--- config.mk ---
export PLATFORM = sky130hd
export DESIGN_NAME = lm32_cmp_stage
export DESIGN_NICKNAME = d
export VERILOG_FILES = /design/src/rtl/lm32_cmp_stage.sv
export SDC_FILE = /design/constraint.sdc
export NUM_CORES = 1
export LEC_CHECK = 0
export ABC_AREA = 1
export CAP_MARGIN = 5
export CORE_AREA = 4 4 71 73
export CTS_CLUSTER_SIZE = 14
export DETAILED_ROUTE_END_ITERATION = 6
export DIE_AREA = 0 0 75 77
export GPL_ROUTABILITY_DRIVEN = 0
export MAX_ROUTING_LAYER = met4
export PLACE_DENSITY_LB_ADDON = 0.08
export SLEW_MARGIN = 20
export SYNTH_ARGS = -nofsm -noshare
export SYNTH_HDL_FRONTEND = slang
export SYNTH_SLANG_ARGS = --single-unit
--- constraint.sdc ---
create_clock -name clk_i -period 1.3 [get_ports clk_i]
set_clock_uncertainty 0.15 [all_clocks]
set_input_delay 0.26 -clock clk_i [delete_from_list [all_inputs] [get_ports clk_i]]
set_output_delay 0.26 -clock clk_i [all_outputs]
set_load 0.005 [all_outputs]
--- src/rtl/lm32_cmp_stage.sv ---
// Registered compare/flag stage behind lm32_addsub: evaluates cmp_op on the subtractor result.
// Optional build macro LM32_CMP_SKID_EN selects a 2-entry skid buffer instead of a single register.
module lm32_cmp_stage #(
  parameter int unsigned WIDTH = 32,
  parameter int unsigned TAG_W = 5
) (
  input  logic             clk_i,
  input  logic             rst_n_i,
  input  logic             in_valid,
  output logic             in_ready,
  input  logic [WIDTH-1:0] diff_i,
  input  logic             cout_i,
  input  logic             a_msb_i,
  input  logic             b_msb_i,
  input  logic [2:0]       cmp_op_i,
  input  logic [TAG_W-1:0] tag_i,
  output logic             out_valid,
  input  logic             out_ready,
  output logic [WIDTH-1:0] diff_o,
  output logic             cond_o,
  output logic [TAG_W-1:0] tag_o,
  output logic             ovf_o
);

  localparam logic [2:0] OP_EQ  = 3'd0;
  localparam logic [2:0] OP_NE  = 3'd1;
  localparam logic [2:0] OP_GT  = 3'd2;
  localparam logic [2:0] OP_GE  = 3'd3;
  localparam logic [2:0] OP_GTU = 3'd4;
  localparam logic [2:0] OP_GEU = 3'd5;

  localparam int unsigned E_W = WIDTH + TAG_W + 2;

  logic           eq;
  logic           ovf;
  logic           lt;
  logic           cond;
  logic           in_fire;
  logic [E_W-1:0] in_entry;
  logic [E_W-1:0] main_q;

  // Signed compare derived from the difference sign corrected by overflow.
  always_comb begin
    eq  = (diff_i == '0);
    ovf = (a_msb_i != b_msb_i) & (diff_i[WIDTH-1] != a_msb_i);
    lt  = diff_i[WIDTH-1] ^ ovf;
    case (cmp_op_i)
      OP_EQ:   cond = eq;
      OP_NE:   cond = ~eq;
      OP_GT:   cond = ~lt & ~eq;
      OP_GE:   cond = ~lt;
      OP_GTU:  cond = cout_i & ~eq;
      OP_GEU:  cond = cout_i;
      default: cond = 1'b0;
    endcase
  end

  assign in_entry = {diff_i, cond, ovf, tag_i};
  assign in_fire  = in_valid & in_ready;
  assign {diff_o, cond_o, ovf_o, tag_o} = main_q;

`ifdef LM32_CMP_SKID_EN
  logic [E_W-1:0] skid_q;
  logic           skid_valid;

  assign in_ready = ~skid_valid;

  // A word arriving while the output is stalled parks in skid; skid refills main before new input.
  always_ff @(posedge clk_i or negedge rst_n_i) begin
    if (!rst_n_i) begin
      main_q     <= '0;
      skid_q     <= '0;
      out_valid  <= 1'b0;
      skid_valid <= 1'b0;
    end else if (skid_valid) begin
      if (out_ready) begin
        main_q     <= skid_q;
        skid_valid <= 1'b0;
      end
    end else if (in_fire) begin
      if (!out_valid || out_ready) begin
        main_q    <= in_entry;
        out_valid <= 1'b1;
      end else begin
        skid_q     <= in_entry;
        skid_valid <= 1'b1;
      end
    end else if (out_ready) begin
      out_valid <= 1'b0;
    end
  end
`else
  assign in_ready = ~out_valid | out_ready;

  always_ff @(posedge clk_i or negedge rst_n_i) begin
    if (!rst_n_i) begin
      main_q    <= '0;
      out_valid <= 1'b0;
    end else if (in_fire) begin
      main_q    <= in_entry;
      out_valid <= 1'b1;
    end else if (out_ready) begin
      out_valid <= 1'b0;
    end
  end
`endif

endmodule

==> results.md, run 1 <==
Min path:
- The worst hold path class is in -> reg.
- The number of cells on the worst hold path is 3.
- The startpoint identified for the worst hold timing path is diff_i[20].
- The sink of the worst hold path is main_q[27]$_DFFE_PN0P_.

Synthesis:
- The dominant combinational cell family by area after synthesis is simple AND/OR/NAND/NOR gates.
- In this run, synthesis produced a sequential element count of 40.
- Yosys mapped the design onto 13 distinct sky130hd cell types.
- The synthesized design devotes to its leading area cell type just under 60% of total area.
- The number of nets handed over by synthesis was 262.
- Summing the areas of all compound-gate instances in the mapped netlist gives under 10% of the synthesized area.
- Sorting the synthesized cells by area gives the leading types as dfrtp_1, nand2_1, nor2_1, buf_2, inv_1.
- Summing every instance area after synthesis gives 1700 um2.
- Of the total synthesized cell area, the portion taken by AND, OR, NAND and NOR gates is 35.2%.
- The sequential area share after synthesis is between 50% and 60%.
- The fraction of the mapped netlist area in adder cells is 0%.
- The xor/xnor share of the synthesized area is 0%.
- Measured against the total synthesized area, the mux share comes to 0%.
- The cell type with the highest aggregate area in the netlist is dfrtp_1.
- The cell count after synthesis is roughly 220.
- The total of warnings raised by yosys is 0.
- The average size of a mapped cell is 7.89 um2.

Route:
- The count of unresolved DRC violations after routing is 0.
- The total vias in the final route is 1715.
- The final layout contains routed wiring with a total length of 4.67 mm.
- In this run the remaining antenna-violating nets after routing total 0.
- The per-cell routed wire length is 12.1 um.
- The number of DRC markers in iteration 0 is 69.
- The detail-routed via count per cell is 4.45.
- Before antenna repair, the detailed router went through 4 iterations.

Power:
- The areal power density over the cells is roughly 1100 nW/um2.
- The sequential group share of total power is 47.4%.
- The peak supply drop is approximately 0.66 mV.
- The leakage power is around 0.0016 uW.
- The power share of the combinational group is 27.1%.
- Cell internal power was estimated by the tool at 2330 uW.
- The final total power is ~3200 uW.
- Net switching is between 20% and 30% of the power.
- The switching power is ~850 uW.
- The part of the total power dissipated in the clock network is between 20 and 30%.

Layout:
- The net count of the finished layout is between 300 and 400.
- The finished layout holds just under 400 standard cells, fillers aside.
- The final instance area is approximately 2900 um2.
- The antenna cell count is 0.
- The multi-input combinational cells in the finished layout cover a total of around 690 um2.
- In the layout the commonest cells are nand2_1, dfrtp_1, clkbuf_2.
- The share of final-layout standard cells stronger than drive strength 1 is 26.7%.
- The commonest non-fill, non-tap cell in the layout is nand2_1.
- The area growth from synthesis to layout is 69.2%.
- The layout has approximately 400 filler cells.
- Across the whole layout, storage elements account for 1000 um2.

Placement:
- The wire-length estimate of the detail-placed layout is around 3.4 mm.
- Input and output buffers added on the ports amount to 87.
- The instance area at placement is ~2700 um2.
- The number of placed cells counting well taps is 359.

Setup path:
- The data arrival time of the critical path is approximately 1.4 ns.
- The reg-to-reg critical path endpoint is main_q[35]$_DFFE_PN0P_.
- The startpoint of the lowest-slack register-to-register path is out_valid$_DFFE_PN0P_.
- The internal reg-to-reg setup slack is -0.08 ns.
- The type of the worst setup path is reg -> reg.
- The required time of the critical path is 1.32 ns.
- The capturing element type of the critical path is a register.
- The type of element launching the critical path is a register.
- The maximum fanout along the worst path is 7.
- The number of cells on the worst reg-to-reg path is 8.

Flow run:
- The tool flagged a number of max-cap violations equal to 0.

STA:
- The slew at the pin closest to its max-slew limit is 0.221 ns.
- The clock period minus final worst setup slack is around 1.4 ns.
- Adding up every negative setup slack in the final design gives -1.15 ns.
- The final-report max-slew violation count was 0.
- Static timing analysis puts the maximum clock frequency at 723 MHz.
- Setup repair after global routing could not meet its margin everywhere.
- The tightest hold path in the finished design has a slack of 0.139 ns.
- Setup slack on the critical path of the routed design comes to -0.0839 ns.
- Setup violations remaining at the end of the flow were counted as 34.
- The final period utilization is 106%.
- The final hold violation count is 0.
- The max-slew headroom at the worst pin is 85.3%.

Global route:
- The initial antenna violation count is 0.
- The global routing usage summed across all routing layers is between 10% and 20%.
- The via count of the first global-routing pass is between 1500 and 2000.
- Entering global routing, the biggest net connects between 40 and 50 pins.
- The global-route wire length before repair is between 7 and 8 mm.
- The total overflow reported by the global router is 0.

Clock network:
- Counting along the longest clock path gives a buffer depth of 2.
- The root buffer selected by CTS is clkbuf_8.
- The clock tree from TritonCTS is built.
- The number of clock sinks is 40.
- The clock insertion delay at the later pin of the skew report is 0.28 ns.
- Clock-pin slew was measured on the worst setup and hold paths at 0.07 ns.
- The number of CTS-inserted buffers is 5.
- The clock tree synthesis step divided the H-tree into 2 levels.

Die:
- The die covers approximately 5800 um2.
- The floorplan step set the die height to 77 um.
- The floorplan row count is 24.
- The core box area is around 4400 um2.
- For this configuration, the core starts out at a cell density of about 39%.
- The chip width is roughly 75 um.
- For this design the top-level I/O count stands at 88.

Status:
- The run finished, with violations left.
- The final reports fail on negative setup slack.
## state kept, by name (all words and copies together) (netlist names)
register,cells
main_q,39
out_valid,1
## cell type report
type / instances / share of cell area (%)
inverter: 6 / 0.960
tap: 52 / 2.27
sequential: 40 / 34.9
multi-input combinational: 161 / 24.1
timing repair buffer: 118 / 34.6
clock buffer: 8 / 3.14
## worst max path at each step
| stage | slack, ns | from | to | cells after the start |
|---|---|---|---|---|
| 2_1_floorplan | 0.11 | out_valid$_DFFE_PN0P_ | main_q[10]$_DFFE_PN0P_ | 7 |
| 3_3_place_gp | -0.44 | diff_i[18] | main_q[6]$_DFFE_PN0P_ | 9 |
| 3_5_place_dp | -0.47 | diff_i[18] | main_q[6]$_DFFE_PN0P_ | 11 |
| 4_1_cts | -0.08 | out_valid$_DFFE_PN0P_ | main_q[13]$_DFFE_PN0P_ | 7 |
| 5_1_grt | -0.13 | out_valid$_DFFE_PN0P_ | main_q[1]$_DFFE_PN0P_ | 8 |
| 6_report | -0.08 | out_valid$_DFFE_PN0P_ | main_q[35]$_DFFE_PN0P_ | 8 |
## critical path, stage by stage, from the launching register on
cell and delay [ns]:
dfrtp_1 0.39, buf_6 0.12, nand2_4 0.05, buf_6 0.11, nand2_8 0.07, buf_12 0.15, buf_12 0.13, nand2_2 0.05
nand2_1 0.05
## stage by stage
step | utilization (%) | setup WS (ns)
2_1_floorplan | - | 0.107
3_3_place_gp | 62.8 | -0.438
3_5_place_dp | 62.8 | -0.466
4_1_cts | 67.1 | -0.0766
5_1_grt | 65.9 | -0.130
6_report | 65.9 | -0.0839
## Yosys cell counts (all sizes together)
cell	number
nand3	2
a211oi	1
dfrtp	40
o21ai	2
inv	6
nand2	128
nor2	27
buf	8
o22ai	1
## layer usage
metal  track usage (%)  wire length [um]
met1              20.5              1960
met2              29.1              2340
met3              3.53               343
met4              4.45                23
met5                 -                 0
## logic make-up after synthesis
| kind of cell | count (synthesis) |
|---|---|
| and+or+nand+nor | 157 |
| buffers and inverters | 14 |
| AOI/OAI and AO/OA | 4 |
| DFF | 40 |
## power groups by stage
stage          registers [uW]  clock network (uW)  logic, uW
2_1_floorplan            1540                   0        237
3_3_place_gp             1530                   0        893
3_5_place_dp             1530                   0        905
4_1_cts                  1510                 846        880
5_1_grt                  1530                 898        957
6_report                 1510                 813        865
## timing repair
action | 4_1_cts | 5_1_grt
cloned | 1 | 0
resized for setup | 132 | 54
pin swaps | 29 | 5
hold endpoints to repair | 40 | 0
hold buffers | 1 | 0
buffers inserted | 9 | 7
setup endpoints to repair | 81 | 73
Power figures use the tool's default switching activity.
==> inputs of run 2 (changes only) <==
--- a/config.mk
+++ b/config.mk
@@ -6,7 +6,6 @@
 export NUM_CORES = 1
 export LEC_CHECK = 0
 export ABC_AREA = 1
-export CAP_MARGIN = 5
 export CORE_AREA = 4 4 71 73
 export CTS_CLUSTER_SIZE = 14
 export DETAILED_ROUTE_END_ITERATION = 6
==> results of run 2 <==
Final layout, timing and power as in run 1 (identical DEF).
==> inputs of run 3 (changes only) <==
--- a/config.mk
+++ b/config.mk
@@ -6,11 +6,12 @@
 export NUM_CORES = 1
 export LEC_CHECK = 0
 export ABC_AREA = 1
+export CAP_MARGIN = 10
 export CORE_AREA = 4 4 71 73
 export CTS_CLUSTER_SIZE = 14
 export DETAILED_ROUTE_END_ITERATION = 6
 export DIE_AREA = 0 0 75 77
-export GPL_ROUTABILITY_DRIVEN = 0
+export GPL_ROUTABILITY_DRIVEN = 1
 export MAX_ROUTING_LAYER = met4
 export PLACE_DENSITY_LB_ADDON = 0.08
 export SLEW_MARGIN = 20
==> results of run 3 <==
Final layout, timing and power as in run 1 (identical DEF).
==> RTL change 1: new RTL, flow settings as in run 2 <==
Set the parameter `TAG_W` to 10 (it was 5).
--- a/src/rtl/lm32_cmp_stage.sv
+++ b/src/rtl/lm32_cmp_stage.sv
@@ -4,3 +4,3 @@
   parameter int unsigned WIDTH = 32,
-  parameter int unsigned TAG_W = 5
+  parameter int unsigned TAG_W = 10
 ) (
Ports: changed (resized tag_i and tag_o); port bits go from 88 to 98. The function was not compared with the original's and may differ.
==> RTL change 1 against run 2 <==
Routed wire length is 20% higher. Synthesized cell count is 9.3% higher. Synthesized area is 12% higher. Setup slack worse by 1.8 ps. Sequential cell count is 5 higher. Cell area is 11% higher. The flow still finishes with violations (negative setup slack). First-iteration DRC count is 38% higher. Maximum frequency is 0.13% lower. Count of clock-buffer cells in the layout is 2 lower. Global-route usage is 2.7 points higher. Power is 10% higher. Critical endpoint is now in_ready.
==> RTL change 1: results (changes against run 2) <==
{
  "global_routing": {
    "grt_pass1_vias": {"value": 1822, "change": "was 1700"},
    "all_layer_global_routing_usage": {"value": 19.87, "unit": "%", "change": "was 17.18%"},
    "grt_pass1_wl": {"value": 8.583, "unit": "mm", "change": "was 7.576 mm"}
  },
  "timing": {
    "setup_viol": {"value": 44, "change": "was 34"},
    "worst_hold_slack": {"value": 21.96, "unit": "ps", "change": "was 139.4 ps"},
    "post-route-worst-setup-slack": {"value": -85.71, "unit": "ps", "change": "was -83.93 ps"}
  },
  "route": {
    "vias_per_cell": {"value": 4.625, "change": "was 4.455"},
    "initial_detailed_routing_violation_count": {"value": 95, "change": "was 69"}
  },
  "clocking": {
    "ctsResizeCount": {"value": 223, "change": "was 132"},
    "worst_skew_pair.late_latency": {"value": 300, "unit": "ps", "change": "was 280 ps"},
    "cts_setup_buffers": {"value": 11, "change": "was 9"}
  },
  "logic_synthesis": {
    "commonest_cells_post_synth": {"value": "141 x sky130_fd_sc_hd__nand2_1, 45 x sky130_fd_sc_hd__dfrtp_1, 25 x sky130_fd_sc_hd__nor2_1", "change": "was 126 x sky130_fd_sc_hd__nand2_1, 40 x sky130_fd_sc_hd__dfrtp_1, 27 x sky130_fd_sc_hd__nor2_1"},
    "synthDistinctLibCells": {"value": 16, "change": "was 13"}
  },
  "critical_path": {
    "setup.worst_path.end": {"value": "in_ready", "change": "was main_q[35]$_DFFE_PN0P_"},
    "worst_ep_arrival_time": {"value": 980, "unit": "ps", "change": "was 1400 ps"},
    "path_class": {"value": "reg2out", "change": "was reg2reg"}
  },
  "power": {
    "max-vdd-ir-drop": {"value": 625.2, "unit": "uV", "change": "was 659.9 uV"},
    "sequentialPowerShare": {"value": 48.2, "unit": "%", "change": "was 47.4%"}
  },
  "outcome": {
    "violations": {"value": "negative setup slack", "change": "unchanged"},
    "status": {"value": "complete, but fails checks", "change": "unchanged"}
  },
  "place": {
    "buffer_ports.inserted": {"value": 97, "change": "was 87"},
    "dp.final_hpwl": {"value": 3.916, "unit": "mm", "change": "was 3.423 mm"}
  },
  "cells_and_area": {
    "fraction_of_final_layout_cells_with_drive_strength_greater_than_1": {"value": 34.33, "unit": "%", "change": "was 26.73%"},
    "reg_top3": {"value": "main_q (44), out_valid (1)", "change": "was main_q (39), out_valid (1)"}
  },
  "worst_hold_path": {
    "hold_path_startpoint": {"value": "diff_i[22]", "change": "was diff_i[20]"}
  }
}
-- RTL change 1: cell types whose count changed after synthesis, moves of 2 or more --
| cell | change |
|---|---|
| sky130_fd_sc_hd__buf_2 | +2 |
| sky130_fd_sc_hd__buf_4 | -2 |
| sky130_fd_sc_hd__dfrtp_1 | +5 |
| sky130_fd_sc_hd__nand2_1 | +15 |
| sky130_fd_sc_hd__nor2_1 | -2 |
| sky130_fd_sc_hd__nor2_2 | +2 |
-- RTL change 1: metrics by stage --
| step | worst slack (ps) | cell area (sq um) | setup TNS (ps) | instances | power, W |
|---|---|---|---|---|---|
| floorplan | 135.4 | 1897 | 0 | 235 | 0.002001 |
| global placement | -420.4 | 3052 | -16270 | 394 | 0.002706 |
| detailed placement | -442.2 | 3052 | -16710 | 394 | 0.002728 |
| CTS | -84.34 | 3009 | -2666 | 416 | 0.003448 |
| global route | -124.9 | 3191 | -4374 | 419 | 0.003690 |
| finish | -85.71 | 3191 | -1928 | 419 | 0.003511 |
-- RTL change 1: layer usage --
layer,vias up,global-route usage (%),share of wire (%)
met5,-,-,0
met4,0,5.338,1.2
met3,5,4.967,7.7
met2,67,31.79,49
met1,898,24.83,42
li1,968,-,-
-- RTL change 1: area by class of cell --
type | count | area [sq um] | share of cell area, %
tap | 52 | 65.06 | 2.039
timing repair buffer | 130 | 1066 | 33.41
clock inverter | 2 | 10.01 | 0.3137
inverter | 6 | 35.03 | 1.098
clock buffer | 6 | 72.57 | 2.275
sequential | 45 | 1126 | 35.29
multi-input combinational | 177 | 807.0 | 25.29
timing repair inverter | 1 | 8.758 | 0.2745
-- RTL change 1: worst max-delay path: stages (launching register included) --
cell,delay (ps)
sky130_fd_sc_hd__dfrtp_1,400
sky130_fd_sc_hd__buf_6,120
sky130_fd_sc_hd__nand2_4,50
sky130_fd_sc_hd__buf_2,100
==> RTL change 2: new RTL, settings of run 2 <==
Without the edit above. Register the output `ovf_o`, cleared by the reset; this adds one clock of latency there. The other outputs are not delayed to match.
--- a/src/rtl/lm32_cmp_stage.sv
+++ b/src/rtl/lm32_cmp_stage.sv
@@ -33,2 +33,4 @@
 
+  logic ovf_d;
+
   logic           eq;
@@ -59,3 +61,3 @@
   assign in_fire  = in_valid & in_ready;
-  assign {diff_o, cond_o, ovf_o, tag_o} = main_q;
+  assign {diff_o, cond_o, ovf_d, tag_o} = main_q;
 
@@ -107,2 +109,10 @@
 
+  always_ff @(posedge clk_i or negedge rst_n_i) begin
+    if (!rst_n_i) begin
+      ovf_o <= '0;
+    end else begin
+      ovf_o <= ovf_d;
+    end
+  end
+
 endmodule
Function: changed (a bounded check fails within 4 cycles, from zero or initial values and one cycle with rst_n_i low).
==> RTL change 2 against run 2 <==
The flow still finishes with violations (negative setup slack). Worst hold slack better by 18 ps. Power hardly changed. Setup slack gained 18 ps. Sequential cell count up 1. Cell area shrank 0.70%. Global-route usage is 0.78 points higher. Synthesized area increased by 18%. Synthesized cell count grew 18%. Routed wire length increased by 7.2%. Highest routed layer unchanged. Maximum frequency grew 1.3%.
==> RTL change 2: results (changes against run 2) <==
{
  "timing": {
    "setup_viol": {"value": 35, "change": "was 34"},
    "post-route-worst-setup-slack": {"value": -66.03, "unit": "ps", "change": "was -83.93 ps"},
    "worst_slew_pin_slew": {"value": 224.5, "unit": "ps", "change": "was 221.2 ps"}
  },
  "cells_and_area": {
    "reg_top3": {"value": "main_q (39), out_valid (1), ovf_o (1)", "change": "was main_q (39), out_valid (1)"},
    "nets": {"value": 384, "change": "was 379"}
  },
  "logic_synthesis": {
    "synth-compound-area-share": {"value": 1.190, "unit": "%", "change": "was 1.402%"},
    "synth-seq-area-share": {"value": 51.35, "unit": "%", "change": "was 59.04%"},
    "synth_top_cells_by_area": {"value": "sky130_fd_sc_hd__dfrtp_1 51%, sky130_fd_sc_hd__nand2_1 24%, sky130_fd_sc_hd__buf_4 15%", "change": "was sky130_fd_sc_hd__dfrtp_1 59%, sky130_fd_sc_hd__nand2_1 28%, sky130_fd_sc_hd__nor2_1 6.0%"},
    "synth_fp_nets": {"value": 300, "change": "was 262"},
    "commonest_cells_post_synth": {"value": "126 x sky130_fd_sc_hd__nand2_1, 41 x sky130_fd_sc_hd__dfrtp_1, 39 x sky130_fd_sc_hd__buf_4", "change": "was 126 x sky130_fd_sc_hd__nand2_1, 40 x sky130_fd_sc_hd__dfrtp_1, 27 x sky130_fd_sc_hd__nor2_1"}
  },
  "critical_path": {
    "worst-r2r-cell-count": {"value": 7, "change": "was 8"},
    "path_max_fanout": {"value": 2, "change": "was 7"},
    "worst_ep_arrival_time": {"value": 960, "unit": "ps", "change": "was 1400 ps"}
  },
  "global_routing": {
    "grt_pass1_vias": {"value": 1780, "change": "was 1700"},
    "antenna_found_initial": {"value": 0, "change": "unchanged"},
    "grt_start_max_net_pins": {"value": 42, "change": "was 41"},
    "grt_pass1_wl": {"value": 7.810, "unit": "mm", "change": "was 7.576 mm"},
    "all_layer_global_routing_usage": {"value": 17.97, "unit": "%", "change": "was 17.18%"}
  },
  "power": {
    "leakage": {"value": 1.580, "unit": "nW", "change": "was 1.560 nW"},
    "max-vdd-ir-drop": {"value": 663.6, "unit": "uV", "change": "was 659.9 uV"},
    "p_sw_share": {"value": 27.77, "unit": "%", "change": "was 26.79%"}
  },
  "outcome": {
    "violations": {"value": "negative setup slack", "change": "unchanged"},
    "status": {"value": "complete, but fails checks", "change": "unchanged"}
  },
  "route": {
    "vias_per_cell": {"value": 4.505, "change": "was 4.455"},
    "avg_wl_per_cell": {"value": 12.85, "unit": "um", "change": "was 12.14 um"},
    "initial_detailed_routing_violation_count": {"value": 90, "change": "was 69"}
  },
  "place": {
    "dp.final_hpwl": {"value": 3.537, "unit": "mm", "change": "was 3.423 mm"},
    "place_ws": {"value": -475.6, "unit": "ps", "change": "was -466.2 ps"}
  }
}
==> RTL change 2: cell count changes after synthesis, sizes merged <==
cell / run 2 / this run
buf: 8 / 45
dfrtp: 40 / 41
==> RTL change 2: path summary, 6_finish.rpt <==
| kind | from | end | slack, ps |
|---|---|---|---|
| max | out_valid$_DFFE_PN0P_ | out_valid | -70 |
| min | diff_i[12] | main_q[19]$_DFFE_PN0P_ | 160 |
| max reg2reg | out_valid$_DFFE_PN0P_ | main_q[5]$_DFFE_PN0P_ | -50 |
| min reg2reg | main_q[5]$_DFFE_PN0P_ | ovf_o$_DFF_PN0_ | 240 |
| max in group asynchronous | rst_n_i | main_q[9]$_DFFE_PN0P_ | 480 |
| min in group asynchronous | rst_n_i | main_q[32]$_DFFE_PN0P_ | 320 |
==> RTL change 2: layout make-up <==
class                      instances  area, sq um
fill                             386         1506
sequential                        41         1026
timing repair buffer             122        972.2
multi-input combinational        161        674.4
clock buffer                       8        80.08
tap                               52        65.06
inverter                           6        30.03
==> RTL change 2: timing repair <==
item / in CTS / in global routing
pin swaps: 30 / 3
gates cloned: 0 / 1
setup buffers: 12 / 6
hold buffers: 1 / 0
endpoints found under the setup margin: 81 / 64
hold endpoints to repair: 41 / 0
resized for setup: 173 / 25
==> RTL change 2: cell families after synthesis <==
kind of cell	after synthesis
AOI/OAI and AO/OA	4
and+or+nand+nor	157
buffers and inverters	51
DFF	41
==> RTL change 2: power groups by stage <==
stage	Sequential, W	Clock (W)	Combinational (W)
after global placement	0.00157	0	0.000876
after CTS	0.00154	0.000819	0.000857
after floorplan	0.00155	0	0.000482
after detailed placement	0.00157	0	0.000891
final	0.00154	0.000797	0.000847
after global routing	0.00156	0.000886	0.000946
==> RTL change 2: routing by layer <==
layer / global-route usage [%] / routed length [um] / up-vias
li1: - / - / 888
met1: 20.62 / 2037 / 813
met2: 30.40 / 2550 / 51
met3: 5.229 / 377 / 5
met4: 4.270 / 45 / 0
met5: - / 0 / -
==> RTL change 2: metrics by stage <==
stage	cell area (sq um)	hold WS (ps)	util, %	total power [W]	instances
after floorplan	1998	-185.6	-	0.002031	253
after global placement	2738	103.8	62.87	0.002442	362
after detailed placement	2738	100.9	62.87	0.002459	362
after CTS	2884	152.9	66.24	0.003218	383
after global routing	2848	161.4	65.40	0.003395	390
final	2848	157.8	65.40	0.003187	390
